## src/rtl/instr_sequencer.sv

```systemverilog
// Multicycle FETCH/PREP/EXEC/IDLE sequencer with instruction register,
// one-hot opcode decode, run/step control, halt detect and retire counter.
module instr_sequencer #(
    parameter int CNT_W = 16
) (
    input  logic             clk,
    input  logic             rst_n,
    input  logic             run,
    input  logic             step,
    input  logic             ld_ir,
    input  logic             sm_en,
    input  logic [7:0]       ram_dout,
    output logic [1:0]       sm,
    output logic [7:0]       ir,
    output logic             mova,
    output logic             movb,
    output logic             movc,
    output logic             movd,
    output logic             add,
    output logic             sub,
    output logic             jmp,
    output logic             jg,
    output logic             in1,
    output logic             out1,
    output logic             movi,
    output logic             halt,
    output logic             illegal,
    output logic             halted,
    output logic             busy,
    output logic [CNT_W-1:0] icount
);

    typedef enum logic [1:0] {
        S_FETCH = 2'b00,
        S_PREP  = 2'b01,
        S_EXEC  = 2'b10,
        S_IDLE  = 2'b11
    } state_t;

    state_t           r_sm;
    state_t           w_sm_nxt;
    logic [7:0]       r_ir;
    logic             r_ir_valid;
    logic             r_step_pend;
    logic [CNT_W-1:0] r_icount;
    logic             w_go;
    logic             w_start;
    logic             w_halted;
    logic [11:0]      w_dec;
    logic             w_ill;

    assign w_go    = run | r_step_pend;
    assign w_start = (r_sm == S_IDLE) & sm_en & w_go;

    // Next-state selection; every move waits for the controller's sm_en.
    always_comb begin
        w_sm_nxt = r_sm;
        if (sm_en) begin
            unique case (r_sm)
                S_IDLE:  w_sm_nxt = w_go ? S_FETCH : S_IDLE;
                S_FETCH: w_sm_nxt = S_PREP;
                S_PREP:  w_sm_nxt = S_EXEC;
                S_EXEC:  w_sm_nxt = run ? S_FETCH : S_IDLE;
            endcase
        end
    end

    // State register, instruction register, step latch and retire counter.
    always_ff @(posedge clk) begin
        if (!rst_n) begin
            r_sm        <= S_IDLE;
            r_ir        <= 8'h00;
            r_ir_valid  <= 1'b0;
            r_step_pend <= 1'b0;
            r_icount    <= '0;
        end else begin
            r_sm <= w_sm_nxt;
            if (ld_ir && r_sm == S_FETCH) begin
                r_ir       <= ram_dout;
                r_ir_valid <= 1'b1;
            end
            if (w_start)
                r_step_pend <= 1'b0;
            else if (step && !run && !w_halted)
                r_step_pend <= 1'b1;
            if (r_sm == S_EXEC && sm_en)
                r_icount <= r_icount + 1'b1;
        end
    end

    // One-hot opcode decode; unassigned codes flag illegal and act as NOP.
    always_comb begin
        w_dec = 12'h000;
        w_ill = 1'b0;
        if (r_ir_valid) begin
            case (r_ir[7:4])
                4'b1111: w_dec = 12'h800;
                4'b1101: w_dec = 12'h400;
                4'b1100: w_dec = 12'h200;
                4'b1010: w_dec = 12'h100;
                4'b1001: w_dec = 12'h080;
                4'b0110: w_dec = 12'h040;
                4'b0000: w_dec = 12'h020;
                4'b0001: w_dec = 12'h010;
                4'b0010: w_dec = 12'h008;
                4'b0100: w_dec = 12'h004;
                4'b0111: w_dec = 12'h002;
                4'b1000: w_dec = 12'h001;
                default: w_ill = 1'b1;
            endcase
        end
    end

    assign {mova, movb, movc, movd, add, sub,
            jmp, jg, in1, out1, movi, halt} = w_dec;

    assign w_halted = (r_sm == S_EXEC) & halt & ~sm_en;
    assign halted   = w_halted;
    assign illegal  = w_ill;
    assign busy     = (r_sm != S_IDLE);
    assign sm       = r_sm;
    assign ir       = r_ir;
    assign icount   = r_icount;

endmodule
```

## config.mk

```make
export PLATFORM = sky130hd
export DESIGN_NAME = instr_sequencer
export DESIGN_NICKNAME = d
export VERILOG_FILES = /design/src/rtl/instr_sequencer.sv
export SDC_FILE = /design/constraint.sdc
export NUM_CORES = 1
export LEC_CHECK = 0
export CORE_MARGIN = 1.5
export CORE_UTILIZATION = 40
export DETAILED_ROUTE_END_ITERATION = 8
export GPL_ROUTABILITY_DRIVEN = 0
export PLACE_DENSITY = 0.74
export SYNTH_ARGS = -nofsm -noshare
export SYNTH_HDL_FRONTEND = slang
export SYNTH_SLANG_ARGS = --single-unit
```

## constraint.sdc

```tcl
create_clock -name clk -period 1.98 [get_ports clk]
set_input_delay 0.396 -clock clk [delete_from_list [all_inputs] [get_ports clk]]
set_output_delay 0.396 -clock clk [all_outputs]
set_load 0.05 [all_outputs]
```

==> out/metrics.yaml <==
run_status:
  status: "finished, final reports clean"
synth:
  ys_ff_latch: 28
  synth_nets: 175
  synth-xor-area-share: 0.0622
  syn_area_per_cell_um2: 8.80
  ys_warn_count: 0
  synth_compound_area_frac: 0.0560
  synth_top_family_by_area: "simple AND/OR/NAND/NOR gates"
  synthMuxAreaShare: 0.0782
  synth_cell_types: 37
  netlist_area_mm2: 0.00141
  synthSimpleGateAreaFrac: 0.365
  synth_fa_ha_area_frac: 0.00889
  synth_seq_area_share: 0.398
  syn_inst: 160
grt:
  overflow: 0
  grt_pass1_wl_mm: 5.94
  grt_pass1_vias: 1271
  track_usage: 0.186
  grt_max_degree: 24
  antenna_found_initial: 0
clocking:
  clk_pin_slew_worst_paths_ps: 150
  cts_buffers: 3
  cts_root_buffer: "clkbuf_4"
  clkSinkCount: 28
  clock_path_buffers: 2
  cts_tree: "done"
  cts_hold_buf: 0
  htree_levels: 1
  insertion_delay_ps: 320
cells_and_area:
  multi_input_area_um2: 857
  nNetsFinal: 236
  area_growth_pct: 60.4
  fillCellCount: 300
  drive_above_1_share: 0.282
  diodes: 0
  ff_latch_area_um2: 579
worst_setup_path:
  end_kind: "primary output"
  crit_required_ps: 1580
  start_kind: "register"
  cp_max_fo: 2
  crit_type: "reg -> out"
  worstPathArrival_ps: 1570
worst_hold_path:
  hp-class: "reg -> reg"
sta:
  rsz0062_at_grt: "true"
  maxSlewHeadroom: 0.535
  worst_slew_pin_slew_ps: 697
  finalSetupViolCount: 0
  fin_crit_sh: 0.993
  min_period_ps: 1970
  fin_setup_tns_ps: 0
  hold_violations: 0
  report.final.slew_viol_count: 0
  fin_skew_ps: 6.95
  fmax_mhz: 509
floorplan:
  dieArea_mm2: 0.00388
  die_height_um: 62.3
  die_w_um: 62.3
  rows: 21
  io_pins: 55
  start_util: 0.419
  core-area_mm2: 0.00336
place:
  dp_hpwl_mm: 2.68
  portBuffers: 54
routing:
  drc: 0
  drt_first_pass_iters: 4
  viasPerCell: 5.06
  wl_mm: 3.41
  drt-wirelength-per-cell_um: 12.8
  vias: 1346
  postRouteAntennaNets: 0
  drtIter0Drc: 100
power_and_ir_drop:
  total_power_mw: 0.965
  p_leak_nw: 0.949
  ir_drop_uv: 527
  p_per_area_mw_per_mm2: 427
flow_run:
  maxCapViolCount: 0
-- through the flow --
step / util / hold slack (ps) / setup WS (ps) / area (µm²) / instances
after global routing: 0.672 / 518 / -38.5 / 2260 / 266
after global placement: 0.648 / 456 / -110 / 2180 / 259
after detailed placement: 0.648 / 474 / -126 / 2180 / 259
after CTS: 0.667 / 493 / -53.0 / 2240 / 266
after floorplan: - / 457 / -173 / 1460 / 160
final: 0.672 / 486 / 14.5 / 2260 / 266
-- registers in the layout, summed over array words and instances (netlist names) --
name	flops
sm	2
icount	16
ir	8
r_step_pend	1
r_ir_valid	1
-- worst paths after layout --
| kind | from | endpoint | slack [ps] | cells after the start |
|---|---|---|---|---|
| setup / recovery | sm[1]$_SDFFE_PN1P_ | halted | 10 | 3 |
| hold / removal | icount[15]$_SDFFE_PN0P_ | icount[15]$_SDFFE_PN0P_ | 490 | 2 |
| setup reg to reg | icount[4]$_SDFFE_PN0P_ | icount[12]$_SDFFE_PN0P_ | 330 | 4 |
| hold reg to reg | icount[15]$_SDFFE_PN0P_ | icount[15]$_SDFFE_PN0P_ | 490 | 2 |
-- critical path, cell delays in order, from the launching register on --
cell and delay [ps]:
dfxtp_4 380, or3b_4 380, nor4_4 310, buf_12 180
-- power breakdown --
group / switching, mW / internal, mW / total, mW
registers: 0.0100 / 0.570 / 0.580
logic: 0.0822 / 0.0675 / 0.150
clock network: 0.162 / 0.0738 / 0.236
-- repair_timing --
item	CTS	global route
hold endpoints to repair	0	0
pin swaps	2	2
setup buffers	3	0
gates resized for setup	13	7
setup endpoints to repair	10	7
-- metal layers --
metal	GRT usage	routed length [µm]
met2	0.352	1870
met3	0.0471	175
met1	0.217	1350
met4	0.0250	10
met5	0	0
-- cell usage after synthesis (all sizes together) --
cell type	instances	area share
and3b	1	0.0062
mux2i	11	0.078
nor3b	3	0.016
xnor2	8	0.050
a22oi	1	0.0053
and3	1	0.0044
nand2b	5	0.022
o221a	1	0.0080
nand3b	3	0.025
nor2b	1	0.0044
nand4b	3	0.029
clkbuf	4	0.011
or3b	2	0.012
o21ai	6	0.021
or4	1	0.0053
a21oi	6	0.021
nand3	5	0.018
or3	1	0.0044
buf	3	0.012
xor2	2	0.012
nand4	3	0.024
nor2	29	0.077
ha	1	0.0089
dfxtp	28	0.40
inv	3	0.0080
nor3	8	0.028
nor4	4	0.044
nand2	15	0.040
and2	1	0.0044
-- cells by family (layout without fill, tap and decap cells) --
kind of cell,Yosys count,count (layout)
buffers and inverters,10,70
AND/OR/NAND/NOR,86,86
adder cells (fa/ha/maj),1,1
multiplexers,11,11
XOR/XNOR,10,10
AO/OA/AOI/OAI,14,14
flip-flops,28,28
-- cell usage in the layout (no fill, tap or decap), drive strengths merged --
master / n
buf: 34
nor2: 29
dfxtp: 28
clkdlybuf4s50: 19
nand2: 15
mux2i: 11
xnor2: 8
nor3: 8
a21oi: 6
o21ai: 6
nand2b: 5
nand3: 5
dlygate4sd2: 5
dlymetal6s2s: 5
nor4: 4
nor3b: 3
inv: 3
clkbuf: 3
nand3b: 3
nand4: 3
nand4b: 3
or3b: 2
xor2: 2
nor2b: 1
and2: 1
o221a: 1
and3: 1
and3b: 1
a22oi: 1
or4: 1
or3: 1
ha: 1
clkinv: 1
-- area by class of cell --
cell class                      count  share of cell area
Multi-Input combinational cell    122               0.380
Timing Repair Buffer               63               0.322
Sequential cell                    28               0.257
Clock inverter                      1             0.00166
Tap cell                           46              0.0255
Inverter                            3             0.00499
Clock buffer                        3             0.00997
No activity file was read; power rests on OpenSTA's default activity.
